## config.mk

```make
export PLATFORM = sky130hd
export DESIGN_NAME = data_island_scheduler
export DESIGN_NICKNAME = d
export VERILOG_FILES = /design/src/rtl/hdmi_pkg.sv /design/src/rtl/island_request_latch.sv /design/src/rtl/data_island_scheduler.sv
export SDC_FILE = /design/constraint.sdc
export NUM_CORES = 1
export LEC_CHECK = 0
export ABC_AREA = 0
export CORE_MARGIN = 2
export CORE_UTILIZATION = 50
export CTS_CLUSTER_DIAMETER = 30
export DETAILED_ROUTE_END_ITERATION = 8
export PLACE_DENSITY = 0.82
export SKIP_LAST_GASP = 1
export SLEW_MARGIN = 30
export SYNTH_ARGS = -nofsm -noshare
export SYNTH_HDL_FRONTEND = slang
export SYNTH_SLANG_ARGS = --single-unit
export TNS_END_PERCENT = 50
```

## constraint.sdc

```tcl
create_clock -name clk_pixel -period 2.6 [get_ports clk_pixel]
set_clock_uncertainty 0.15 [all_clocks]
set_input_delay 0.39 -clock clk_pixel [delete_from_list [all_inputs] [get_ports clk_pixel]]
set_output_delay 0.39 -clock clk_pixel [all_outputs]
set_load 0.01 [all_outputs]
```

## src/rtl/hdmi_pkg.sv

```systemverilog
// Shared definitions for the HDMI data-island scheduler: packet type codes,
// FSM state encoding and the debug snapshot exported by the top level.
package hdmi_pkg;

  localparam logic [7:0] PKT_NULL  = 8'h00;
  localparam logic [7:0] PKT_ACR   = 8'h01;
  localparam logic [7:0] PKT_AUDIO = 8'h02;
  localparam logic [7:0] PKT_AVI   = 8'h82;
  localparam logic [7:0] PKT_AINFO = 8'h84;

  typedef enum logic {
    ST_IDLE = 1'b0,
    ST_SEND = 1'b1
  } state_t;

  // repeat bits flag a frame_start landing on an infoframe that was still pending
  typedef struct packed {
    state_t state;
    logic   acr_pending;
    logic   avi_pending;
    logic   ainfo_pending;
    logic   avi_repeat;
    logic   ainfo_repeat;
  } debug_t;

endpackage

```

## src/rtl/island_request_latch.sv

```systemverilog
// One pending-request flag. A set in the same cycle as a clear wins, so a
// request arriving on its own grant edge is never lost.
module island_request_latch (
  input  logic clk,
  input  logic rst,
  input  logic set,
  input  logic clear,
  output logic pending,
  output logic overflow
);

  always_ff @(posedge clk or posedge rst) begin
    if (rst) begin
      pending <= 1'b0;
    end else if (set) begin
      pending <= 1'b1;
    end else if (clear) begin
      pending <= 1'b0;
    end
  end

  // A second request merged into one that is still outstanding.
  assign overflow = set & pending & ~clear;

endmodule

```

## src/rtl/data_island_scheduler.sv

```systemverilog
// Chooses which HDMI data-island packet fills each offered slot and holds
// packet_valid/packet_type for the fixed packet length.
module data_island_scheduler
  import hdmi_pkg::*;
#(
  parameter int PACKET_CYCLES       = 32,
  parameter int INFOFRAME_MAX_DEFER = 4,
  parameter int AUDIO_ENABLE        = 1
) (
  input  logic       clk_pixel,
  input  logic       reset,
  input  logic       frame_start,
  input  logic       slot_open,
  input  logic       acr_wrap,
  input  logic       audio_req,
  output logic       audio_ack,
  output logic       packet_valid,
  output logic [7:0] packet_type,
  output logic       overrun,
  output debug_t     debug
);

  localparam int CW = (PACKET_CYCLES > 1) ? $clog2(PACKET_CYCLES) : 1;
  localparam int DW = $clog2(INFOFRAME_MAX_DEFER + 1) > 0 ? $clog2(INFOFRAME_MAX_DEFER + 1) : 1;
  localparam logic [CW-1:0] LAST_CNT  = CW'(PACKET_CYCLES - 1);
  localparam logic [DW-1:0] DEFER_MAX = DW'(INFOFRAME_MAX_DEFER);

  state_t          state, state_next;
  logic [CW-1:0]   cnt, cnt_next;
  logic [7:0]      type_q, type_next;
  logic [DW-1:0]   defer_q, defer_next;
  logic            acr_prev;
  logic            overrun_q;

  logic acr_edge, acr_pending, avi_pending, ainfo_pending;
  logic acr_overflow, avi_overflow, ainfo_overflow;
  logic clr_acr, clr_avi, clr_ainfo;
  logic audio_ok, info_pending, promoted;

  assign acr_edge     = acr_wrap ^ acr_prev;
  assign audio_ok     = audio_req && (AUDIO_ENABLE != 0);
  assign info_pending = avi_pending || ainfo_pending;
  assign promoted     = info_pending && (defer_q == DEFER_MAX);

  island_request_latch u_acr (
    .clk(clk_pixel), .rst(reset), .set(acr_edge), .clear(clr_acr),
    .pending(acr_pending), .overflow(acr_overflow)
  );

  island_request_latch u_avi (
    .clk(clk_pixel), .rst(reset), .set(frame_start), .clear(clr_avi),
    .pending(avi_pending), .overflow(avi_overflow)
  );

  island_request_latch u_ainfo (
    .clk(clk_pixel), .rst(reset), .set(frame_start), .clear(clr_ainfo),
    .pending(ainfo_pending), .overflow(ainfo_overflow)
  );

  // Handshake: slot_open is an offer that is accepted only in IDLE; the
  // accepted packet then occupies packet_valid for exactly PACKET_CYCLES
  // cycles starting the cycle after the offer. Offers while busy are dropped.
  always_comb begin
    state_next = state;
    cnt_next   = cnt;
    type_next  = type_q;
    defer_next = defer_q;
    clr_acr    = 1'b0;
    clr_avi    = 1'b0;
    clr_ainfo  = 1'b0;
    case (state)
      ST_IDLE: begin
        if (slot_open) begin
          state_next = ST_SEND;
          cnt_next   = '0;
          if (acr_pending) begin
            type_next = PKT_ACR;
            clr_acr   = 1'b1;
          end else if (promoted && avi_pending) begin
            type_next  = PKT_AVI;
            clr_avi    = 1'b1;
            defer_next = '0;
          end else if (promoted) begin
            type_next  = PKT_AINFO;
            clr_ainfo  = 1'b1;
            defer_next = '0;
          end else if (audio_ok) begin
            type_next = PKT_AUDIO;
            if (info_pending && defer_q != DEFER_MAX) begin
              defer_next = defer_q + DW'(1);
            end
          end else if (avi_pending) begin
            type_next  = PKT_AVI;
            clr_avi    = 1'b1;
            defer_next = '0;
          end else if (ainfo_pending) begin
            type_next  = PKT_AINFO;
            clr_ainfo  = 1'b1;
            defer_next = '0;
          end else begin
            type_next = PKT_NULL;
          end
        end
      end
      ST_SEND: begin
        if (cnt == LAST_CNT) begin
          state_next = ST_IDLE;
          cnt_next   = '0;
        end else begin
          cnt_next = cnt + CW'(1);
        end
      end
      default: state_next = ST_IDLE;
    endcase
  end

  always_ff @(posedge clk_pixel or posedge reset) begin
    if (reset) begin
      state     <= ST_IDLE;
      cnt       <= '0;
      type_q    <= PKT_NULL;
      defer_q   <= '0;
      acr_prev  <= 1'b0;
      overrun_q <= 1'b0;
    end else begin
      state     <= state_next;
      cnt       <= cnt_next;
      type_q    <= type_next;
      defer_q   <= defer_next;
      acr_prev  <= acr_wrap;
      overrun_q <= overrun_q | (slot_open && state == ST_SEND) | acr_overflow;
    end
  end

  // Outputs derive from registered state so reset clears them asynchronously.
  assign packet_valid = (state == ST_SEND);
  assign packet_type  = packet_valid ? type_q : PKT_NULL;
  assign audio_ack    = packet_valid && (cnt == '0) && (type_q == PKT_AUDIO);
  assign overrun      = overrun_q;

  always_comb begin
    debug               = '0;
    debug.state         = state;
    debug.acr_pending   = acr_pending;
    debug.avi_pending   = avi_pending;
    debug.ainfo_pending = ainfo_pending;
    debug.avi_repeat    = avi_overflow;
    debug.ainfo_repeat  = ainfo_overflow;
  end

endmodule

```

### Yosys cells after proc, flatten, opt, wreduce, memory -nomap -nowiden

Cells that the tools add are included.

* add/sub/neg operators: 2
* multipliers: 0
* div/mod/pow operators: 0
* order comparisons: 0
* eq/ne operators: 6
* shifts and indexed selects: 0
* mux-type cells: 43
* bitwise gates (word level): 14
* reductions and logical operators: 14

Operator list (number)
* two-way mux 8 bit: 7
* two-way mux 1 bit: 26
* two-way mux 3 bit: 6
* two-way mux 5 bit: 2
* one-hot mux 5 bit (2 select lines): 1
* equality test 8 x 2 -> 1 bit, second input constant: 1
* bitwise AND 1 bit: 6
* logical AND 1 bit: 6
* nonzero test 2 bit: 3
* adder 5 x 1 -> 5 bit, second input constant: 1
* equality test 5 bit, second input constant: 1
* logical NOT 5 bit: 1
* inverter 1 bit: 5
* AND reduction 5 bit: 1
* nonzero test 5 bit: 1
* inequality test 4 x 1 -> 1 bit, second input constant: 1
* adder 3 x 1 -> 3 bit, second input constant: 1
* equality test 3 bit, second input constant: 1
* inequality test 3 bit, second input constant: 1
* inequality test 2 bit, second input constant: 1
* OR 1 bit: 2
* one-hot mux 1 bit (2 select lines): 1
* AND reduction 2 bit: 1
* logical OR 1 bit: 1
* bitwise XOR 1 bit: 1

* flip-flop bits (word level): 22
* bits in latches: 0
* memory bits (writable): 0
* bits in read-only memories: 0
* memories kept: 0

### Longest topological paths before layout

Gate-level depths: netlist (run 1).

* depth in word-level cells: 10
* mapped depth: 6
* depth with buffers taken out: 6

### Modules after synthesis

A second synthesis (run 1) with hierarchy kept.

* cells, all modules: 106
* area total of the unflattened synthesis: 1058.5 µm²

By module, submodules not included
* data_island_scheduler: times used 1, cells an instance 91, area each 919.6 µm²
* island_request_latch: times used 3, cells an instance 5, area each 46.3 µm²

### Worst setup path after synthesis (run 1)

Ideal clock, no wire load.

* kind: register to output
* from: reg state (netlist: packet_valid)
* to: out debug[0] in the netlist's numbering
* arrival time: 1277 ps
* required time: 2060 ps
* slack: 783 ps
* stages on the path, launching flop included: 6
* path through: dfrtp_1 > nand2b_1 > buf_2 > o41ai_2 > nor2_1 > buf_4

* longest elaborated chain between the ends: 3

RTL lines
* start, declared: line data_island_scheduler.sv:28 `state_t state, state_next;`
* start signal, assigned: line data_island_scheduler.sv:126 `state <= state_next;`
* two-way mux 1 bit: line data_island_scheduler.sv:71 `case (state)`
* inverter 1 bit: line island_request_latch.sv:23 `assign overflow = set & pending & ~clear;`
* bitwise AND 1 bit: line island_request_latch.sv:23
* end, declared: line data_island_scheduler.sv:20 `output debug_t debug`

Every way passes these cells.

==> results of run 1 <==
==> power by group <==
| part | total (mW) | switching [mW] | internal (mW) |
|---|---|---|---|
| clock network | 0.138 | 0.0840 | 0.0539 |
| logic | 0.251 | 0.118 | 0.133 |
| registers | 0.390 | 0.0548 | 0.335 |
==> area by class of cell <==
type | instances | area share
inverter | 6 | 0.0187
sequential | 18 | 0.374
clock buffer | 3 | 0.0187
multi-input combinational | 66 | 0.390
timing repair buffer | 21 | 0.170
tap | 27 | 0.0281
==> registers in the layout (all words and copies together) (netlist names) <==
name,count
cnt,5
packet_valid,1
defer_q,3
type_q,4
u_ainfo.pending,1
overrun,1
acr_prev,1
u_acr.pending,1
u_avi.pending,1
==> through the flow <==
stage               hold WS (ns)  utilization
floorplan                  0.179            -
global placement           0.314        0.606
detailed placement         0.337        0.606
CTS                        0.360        0.618
global route               0.393        0.626
finish                     0.336        0.626
==> Yosys cell counts <==
| cell | instances |
|---|---|
| sky130_fd_sc_hd__a21bo_2 | 1 |
| sky130_fd_sc_hd__nor3b_4 | 1 |
| sky130_fd_sc_hd__nor2b_1 | 1 |
| sky130_fd_sc_hd__o2bb2ai_1 | 1 |
| sky130_fd_sc_hd__o21ai_0 | 2 |
| sky130_fd_sc_hd__o21ai_1 | 2 |
| sky130_fd_sc_hd__mux2i_1 | 1 |
| sky130_fd_sc_hd__buf_4 | 10 |
| sky130_fd_sc_hd__nor3b_1 | 1 |
| sky130_fd_sc_hd__inv_1 | 6 |
| sky130_fd_sc_hd__o211ai_1 | 1 |
| sky130_fd_sc_hd__nor4b_1 | 1 |
| sky130_fd_sc_hd__a21o_1 | 1 |
| sky130_fd_sc_hd__a21oi_1 | 1 |
| sky130_fd_sc_hd__and3_1 | 2 |
| sky130_fd_sc_hd__conb_1 | 1 |
| sky130_fd_sc_hd__nand3_1 | 1 |
| sky130_fd_sc_hd__o22ai_1 | 2 |
| sky130_fd_sc_hd__ha_1 | 5 |
| sky130_fd_sc_hd__nand4_1 | 1 |
| sky130_fd_sc_hd__mux2_1 | 1 |
| sky130_fd_sc_hd__nor2_1 | 4 |
| sky130_fd_sc_hd__or4b_1 | 1 |
| sky130_fd_sc_hd__nand2b_1 | 4 |
| sky130_fd_sc_hd__xnor2_1 | 1 |
| sky130_fd_sc_hd__o31ai_1 | 3 |
| sky130_fd_sc_hd__a22o_1 | 3 |
| sky130_fd_sc_hd__a21boi_2 | 1 |
| sky130_fd_sc_hd__o41ai_2 | 1 |
| sky130_fd_sc_hd__buf_2 | 2 |
| sky130_fd_sc_hd__and2_1 | 5 |
| sky130_fd_sc_hd__or2_1 | 1 |
| sky130_fd_sc_hd__nand2_1 | 11 |
| sky130_fd_sc_hd__dfrtp_1 | 18 |
| sky130_fd_sc_hd__nor4_1 | 1 |
==> metal layers <==
metal | vias up | track usage | routed length [um]
met4 | 0 | 0.0571 | 19
met5 | - | 0 | 0
met3 | 4 | 0.0184 | 54
met1 | 337 | 0.209 | 842
met2 | 17 | 0.290 | 831
li1 | 355 | - | -
==> logic make-up after synthesis <==
family,count (synthesis),synth area share
simple gates,35,0.200
compound gates,19,0.147
flops,18,0.449
buf+inv,18,0.107
fa+ha+maj,5,0.0624
mux,2,0.0212
other cells,1,0.00374
xor+xnor,1,0.00874
==> worst max-delay path by stage <==
stage | start | endpoint | slack (ns) | depth (start not counted)
3_5_place_dp | audio_req | debug[1] | 0.14 | 5
6_report | defer_q[0] | debug[1] | 0.10 | 6
3_3_place_gp | slot_open | debug[0] | 0.16 | 5
4_1_cts | defer_q[0] | debug[1] | 0.05 | 6
2_1_floorplan | packet_valid | debug[0] | 0.78 | 5
5_1_grt | defer_q[0] | debug[1] | -0.02 | 6
==> impl_metrics.ini, run 1 <==
[clock_network]
post_cts_buffers = 0
clk_pin_slew_ns = 0.10
cts_buffers = 3
cts_htree_levels = 1
clkSinkCount = 18
clkLatencyLatePin_ns = 0.29
cts.root.buffer_cell = sky130_fd_sc_hd__clkbuf_4
tritoncts = yes
cts_repair_resize_count = 0
max-clock-path-buffers = 2
cts-hold-fix-buffers = 0

[global_route]
grt_antenna_before_repair = 0
grt_util_all_layers = 0.164
grt_pass1_vias = 722
globalRouteOverflowTotal = 0
global_route_wire_length_before_repair_mm = 3.08
grt_start_max_net_pins = 19

[detailed_routing]
antenna_violating_nets_left = 0
drt-pass1-iter-count = 4
wl_mm = 1.75
avgViaCountPerCell = 5.06
route.detailed.drc = 0
initialDrtViolationCount = 13
detailroute.via_count = 713
routed_wirelength_normalized_by_instance_count_um = 12.4

[worst_setup_path]
path_max_fanout = 6
reg_to_reg_startpoint = cnt[0]
timing.critical_path.to_type = output port
crit_path_top_delay_cell = sky130_fd_sc_hd__clkdlybuf4s50_1
endpoint_of_the_worst_register_to_register_path = cnt[2]
crit_path_cell_trace = inv_1, ha_1, a21boi_4, o31ai_1, nor2_1, clkdlybuf4s50_1
worst-path-buf-inv = 2
start_kind = flip-flop
worst_ep_arrival_time_ns = 1.96
reg2reg_depth = 6
regToRegSetupSlack_ns = 0.81
crit_family = buffers and inverters
crit_required_ns = 2.06
setup.worst_path.class = flip-flop to output port
critPathMaxStageDelay_ns = 0.54

[die]
count_of_boundary_i_o_pins = 23
initial_core_util = 0.521
coreArea_um2 = 1920
row_count = 16
dieArea_um2 = 2380
floorplan.die.width_um = 48.8
die_h_um = 48.8

[yosys]
synth-warning-count = 0
yosys-top-cells-area = sky130_fd_sc_hd__dfrtp_1 (45%), sky130_fd_sc_hd__buf_4 (7.5%), sky130_fd_sc_hd__ha_1 (6.2%)
synth.avg_cell_area_um2 = 10.1
syn-instance-count = 99
synth_largest_type_area_fraction = 0.449
synth.yosys.seq_area_share = 0.449
synthDistinctLibCells = 35
synth_area_um2 = 1000
synth_top_cell_by_area = sky130_fd_sc_hd__dfrtp_1
synth.ff_latch_count = 18

[pwr]
p_leak_nw = 0.564
vdd_drop_max_mv = 0.457
finalPower_uw = 779
powerDensity_nw_per_um2 = 647

[place]
globalplace.congestion = 0.771
pre_cts_ws_ns = 0.137
placed_inst_area_um2 = 1160
place_hpwl_mm = 1.34
placedCellCount = 138
port_buffers = 18

[cells_and_area]
num-nets-final = 127
syn_to_final_growth_pct = 20.1
n_fill_cell = 184
commonest_non_fill_non_tap_cells_in_the_layout = sky130_fd_sc_hd__dfrtp_1 (18), sky130_fd_sc_hd__clkdlybuf4s50_1 (17), sky130_fd_sc_hd__nand2_1 (11), sky130_fd_sc_hd__inv_1 (6)
mostFrequentLayoutCell = sky130_fd_sc_hd__dfrtp_1
antenna_cells = 0
stdcell_area_um2 = 1200
final_layout_size_suffix_gt1_frac = 0.0965
filler_free_cell_count_of_the_finished_design = 141
final-seq-area_um2 = 450
multi_input_area_um2 = 469

[sta]
timing.final.crit_share = 0.960
hold_viol = 0
tns_ns = 0
max_clock_freq_mhz = 401
setup_violations = 0
tightestPinTransition_ns = 0.676
drv_slew = 0
finalWorstSetupSlack_ns = 0.105
max_slew_margin = 0.549
min_period_ns = 2.50
rsz_0062_raised_after_global_routing = yes

[status]
run_status = finished clean

[min_path]
min_path_type = primary input to asynchronous set/reset pin

[job]
max-cap-violations = 0
(Power assumes the default switching activity.)
==> inputs of run 2 (changes only) <==
- CORE_MARGIN: 2 -> 1
- CTS_CLUSTER_DIAMETER: 30 -> 60
- TNS_END_PERCENT: 50 -> not set
==> run 2 against run 1 <==
Total power increased by 0.17%. Count of clock-buffer cells in the layout unchanged. Sequential power is essentially flat. Worst setup slack better by 0.012 ns. Critical path depth is the same. Register-to-register slack barely moved. Highest routed layer unchanged. Via count grew 4.1%. Largest power group unchanged. Sequential share of layout area rose by 0.27 points.
==> impl_metrics.ini, run 2 (synthesis results as in run 1) <==
[cells_and_area]
num-nets-final = 127
commonest_non_fill_non_tap_cells_in_the_layout = sky130_fd_sc_hd__dfrtp_1 (18), sky130_fd_sc_hd__clkdlybuf4s50_1 (17), sky130_fd_sc_hd__nand2_1 (11), sky130_fd_sc_hd__inv_1 (6)
number_of_flip_flops_in_the_largest_register = 5
antenna_cells = 0
syn_to_final_growth_pct = 19.2
regMostFlops = cnt
n_fill_cell = 153
final_layout_size_suffix_gt1_frac = 0.0877
largest_registers = cnt: 5 flops, type_q: 4 flops, defer_q: 3 flops
mostFrequentLayoutCell = sky130_fd_sc_hd__dfrtp_1
filler_free_cell_count_of_the_finished_design = 139

[place]
place_hpwl_mm = 1.34
port_buffers = 18
pre_cts_ws_ns = 0.134
globalplace.congestion = 0.758
placedCellCount = 136

[worst_setup_path]
regToRegSetupSlack_ns = 0.82
timing.critical_path.to_type = output port
crit_path_cell_trace = inv_1, ha_1, a21boi_4, o31ai_1, nor2_1, clkdlybuf4s50_1
endpoint_of_the_worst_register_to_register_path = cnt[2]
worst-path-buf-inv = 2
crit_family = buffers and inverters
reg2reg_depth = 6
crit_required_ns = 2.06
crit_path_top_delay_cell = sky130_fd_sc_hd__clkdlybuf4s50_1
critical_path.startpoint = defer_q[0]
stages_on_the_worst_setup_path = 6
reg_to_reg_startpoint = cnt[0]
critPathMaxStageDelay_ns = 0.54
worst_ep_arrival_time_ns = 1.94
start_kind = flip-flop
setup.worst_path.class = flip-flop to output port
path_max_fanout = 6

[global_route]
grt_start_max_net_pins = 19
global_route_wire_length_before_repair_mm = 2.99
grt_pass1_vias = 709
globalRouteOverflowTotal = 0
grt_util_all_layers = 0.198
grt_antenna_before_repair = 0

[pwr]
powerDensity_nw_per_um2 = 653
finalPower_uw = 780
vdd_drop_max_mv = 0.462
p_leak_nw = 0.563

[sta]
timing.final.crit_share = 0.955
tightestPinTransition_ns = 0.683
drv_slew = 0
max_slew_margin = 0.544
hold_viol = 0
max_clock_freq_mhz = 403
rsz_0062_raised_after_global_routing = no
setup_violations = 0
min_period_ns = 2.48
finalWorstSetupSlack_ns = 0.116
tns_ns = 0
fin_worst_hold_slack_ns = 0.337

[clock_network]
clk_pin_slew_ns = 0.10
clkLatencyLatePin_ns = 0.29
clkSinkCount = 18
cts_buffers = 3
post_cts_buffers = 0
cts-hold-fix-buffers = 0
max-clock-path-buffers = 2
cts_repair_resize_count = 0
cts_htree_levels = 1
cts.root.buffer_cell = sky130_fd_sc_hd__clkbuf_4
tritoncts = yes

[die]
die_h_um = 46.8
floorplan.die.width_um = 46.8
count_of_boundary_i_o_pins = 23
row_count = 15
coreArea_um2 = 1800
initial_core_util = 0.556
dieArea_um2 = 2190

[detailed_routing]
detailroute.via_count = 742
antenna_violating_nets_left = 0
drt-pass1-iter-count = 4
initialDrtViolationCount = 10
routed_wirelength_normalized_by_instance_count_um = 13.3
avgViaCountPerCell = 5.34
route.detailed.drc = 0
wl_mm = 1.85

[status]
run_status = finished clean

[job]
max-cap-violations = 0

[min_path]
min_path_type = primary input to asynchronous set/reset pin
-- run 2: per-layer routing --
| layer | track usage | vias to the layer above | routed length (um) |
|---|---|---|---|
| li1 | - | 356 | - |
| met1 | 0.237 | 357 | 797 |
| met2 | 0.325 | 21 | 922 |
| met3 | 0.0423 | 8 | 68 |
| met4 | 0.120 | 0 | 57 |
| met5 | 0 | - | 0 |
-- run 2: worst reg2reg max path: stages (launching register included) --
cell,delay [ns]
sky130_fd_sc_hd__dfrtp_1,0.43
sky130_fd_sc_hd__ha_1,0.24
sky130_fd_sc_hd__and3_1,0.19
sky130_fd_sc_hd__ha_1,0.16
sky130_fd_sc_hd__nand2b_1,0.22
sky130_fd_sc_hd__nor3b_1,0.23
sky130_fd_sc_hd__a21o_1,0.10
-- run 2: per-stage QoR --
| step | cell area, um2 | utilization |
|---|---|---|
| final | 1190 | 0.663 |
| after floorplan | 1010 | - |
| after global placement | 1160 | 0.645 |
| after detailed placement | 1160 | 0.645 |
| after CTS | 1180 | 0.658 |
| after global routing | 1190 | 0.663 |
-- run 2: report_power, final --
part,internal [mW],switching (mW)
Sequential,0.335,0.0532
Clock,0.0539,0.0844
Combinational,0.131,0.122
-- run 2: worst max path at each step --
stage	to
final	debug[1]
after global routing	debug[1]
after CTS	audio_ack
after detailed placement	debug[1]
after global placement	debug[1]
after floorplan	debug[0]
-- run 2: layout make-up --
class                           count  area, um2  area share
Multi-Input combinational cell     66        463       0.387
Timing Repair Buffer               21        205       0.172
Tap cell                           25       31.3      0.0262
Sequential cell                    18        450       0.377
Clock buffer                        3       22.5      0.0188
Inverter                            6       22.5      0.0188
==> inputs of run 3 (changes only) <==
- CORE_UTILIZATION: 50 -> 48
- PLACE_DENSITY: 0.82 -> 0.79
- clock period: 2.6 -> 2.3 ns (I/O delays scaled with it)
==> run 3 against run 2 <==
The run now ends with negative setup slack left. Register-to-register slack got worse by 0.35 ns. Global-route usage is 2.3 points lower. Total power is 12% higher. Routed wire length down 2.5%. Non-clock buffer count increased by 3. Hold slack got worse by 0.039 ns. Largest cell class unchanged. Die area up 4.0%. Largest power group unchanged.
==> impl_metrics.ini, run 3 (synthesis results as in run 1) <==
[status]
run_status = finished with violations
violations_in_the_final_reports = negative setup slack

[die]
count_of_boundary_i_o_pins = 23
initial_core_util = 0.511
row_count = 16
dieArea_um2 = 2270
floorplan.die.width_um = 47.7
coreArea_um2 = 1960
die_h_um = 47.7

[worst_setup_path]
critical_path.startpoint = defer_q[0]
path_max_fanout = 3
stages_on_the_worst_setup_path = 7
crit_path_end = debug[0]
start_kind = flip-flop
critPathMaxStageDelay_ns = 0.39
setup.worst_path.class = flip-flop to output port
endpoint_of_the_worst_register_to_register_path = type_q[2]
crit_path_top_delay_cell = sky130_fd_sc_hd__dfrtp_1
crit_required_ns = 1.80
timing.critical_path.to_type = output port
crit_path_cell_trace = inv_1, ha_1, a21boi_2, buf_4, o41ai_2, nor2_1, dlygate4sd2_1
worst_ep_arrival_time_ns = 1.83
regToRegSetupSlack_ns = 0.47
reg2reg_depth = 7
worst-path-buf-inv = 3
reg_to_reg_startpoint = defer_q[0]
crit_family = buffers and inverters

[cells_and_area]
regMostFlops = cnt
num-nets-final = 130
number_of_flip_flops_in_the_largest_register = 5
mostFrequentLayoutCell = sky130_fd_sc_hd__dfrtp_1
commonest_non_fill_non_tap_cells_in_the_layout = sky130_fd_sc_hd__dfrtp_1 (18), sky130_fd_sc_hd__clkdlybuf4s50_1 (15), sky130_fd_sc_hd__nand2_1 (11), sky130_fd_sc_hd__inv_1 (6), sky130_fd_sc_hd__buf_4 (6)
antenna_cells = 0
largest_registers = cnt: 5 flops, type_q: 4 flops, defer_q: 3 flops
syn_to_final_growth_pct = 22.1
final_layout_size_suffix_gt1_frac = 0.120
n_fill_cell = 174
fin_util = 0.624

[clock_network]
cts-hold-fix-buffers = 0
cts.root.buffer_cell = sky130_fd_sc_hd__clkbuf_4
clk_pin_slew_ns = 0.10
max-clock-path-buffers = 2
clkLatencyLatePin_ns = 0.29
clkSinkCount = 18
cts_buffers = 3
cts_htree_levels = 1
tritoncts = yes

[global_route]
grt_pass1_vias = 654
grt_util_all_layers = 0.175
globalRouteOverflowTotal = 0
grt_start_max_net_pins = 19
global_route_wire_length_before_repair_mm = 2.70
grt_antenna_before_repair = 0

[detailed_routing]
route.detailed.drc = 0
drt-pass1-iter-count = 4
avgViaCountPerCell = 5.00
initialDrtViolationCount = 12
antenna_violating_nets_left = 0
routed_wirelength_normalized_by_instance_count_um = 12.5
detailroute.via_count = 720
wl_mm = 1.80

[sta]
tns_ns = -0.0213
tightestPinTransition_ns = 0.672
timing.final.crit_share = 1.01
min_period_ns = 2.32
hold_viol = 0
max_slew_margin = 0.552
rsz_0062_raised_after_global_routing = yes
drv_slew = 0
setup_violations = 1
finalWorstSetupSlack_ns = -0.0213
max_clock_freq_mhz = 431

[place]
globalplace.congestion = 0.816
place_hpwl_mm = 1.30
port_buffers = 18
pre_cts_ws_ns = -0.0819

[pwr]
powerDensity_nw_per_um2 = 712
p_leak_nw = 0.571
vdd_drop_max_mv = 0.544

[min_path]
min_path_type = primary input to asynchronous set/reset pin

[job]
max-cap-violations = 0
run 3: changes by cell type in the layout (fill, tap and decap cells not counted), sizes merged:
| cell | before | now |
|---|---|---|
| buf | 3 | 6 |
| dlygate4sd2 | 0 | 2 |
| clkdlybuf4s50 | 17 | 15 |
run 3: stage by stage:
step           hold WS, ns  area (um2)  cells  power [mW]
2_1_floorplan        0.134        1010    102       0.630
4_1_cts              0.322        1200    142       0.877
3_5_place_dp         0.317        1170    139       0.724
3_3_place_gp         0.307        1170    139       0.705
5_1_grt              0.357        1220    144       0.939
6_report             0.298        1220    144       0.871
run 3: layer usage:
metal	vias to the layer above	GRT usage	part of all wire
met1	337	0.234	0.47
met2	15	0.273	0.49
met3	2	0.0340	0.029
met4	0	0.0833	0.014
li1	366	-	-
met5	-	0	0
run 3: timing repair:
action / 4_1_cts / 5_1_grt
buffers inserted: 0 / 2
endpoints found under the setup margin: 3 / 1
pin swaps: 1 / 2
resized for setup: 3 / 2
run 3: cell type report:
class	count	area, um2	area share
Clock buffer	3	22.5	0.0184
Inverter	6	22.5	0.0184
Multi-Input combinational cell	66	469	0.383
Sequential cell	18	450	0.368
Tap cell	27	33.8	0.0276
Timing Repair Buffer	24	225	0.184
run 3: worst min-delay path by stage:
| stage | to | slack [ns] | depth (start not counted) |
|---|---|---|---|
| floorplan | acr_prev | 0.13 | 1 |
| global placement | type_q[1] | 0.31 | 2 |
| detailed placement | type_q[1] | 0.32 | 2 |
| CTS | overrun | 0.32 | 2 |
| global route | cnt[1] | 0.36 | 2 |
| finish | overrun | 0.30 | 2 |
run 3: power by group:
group          internal, mW  switching [mW]
registers             0.379          0.0566
clock network        0.0608          0.0915
logic                 0.150           0.133
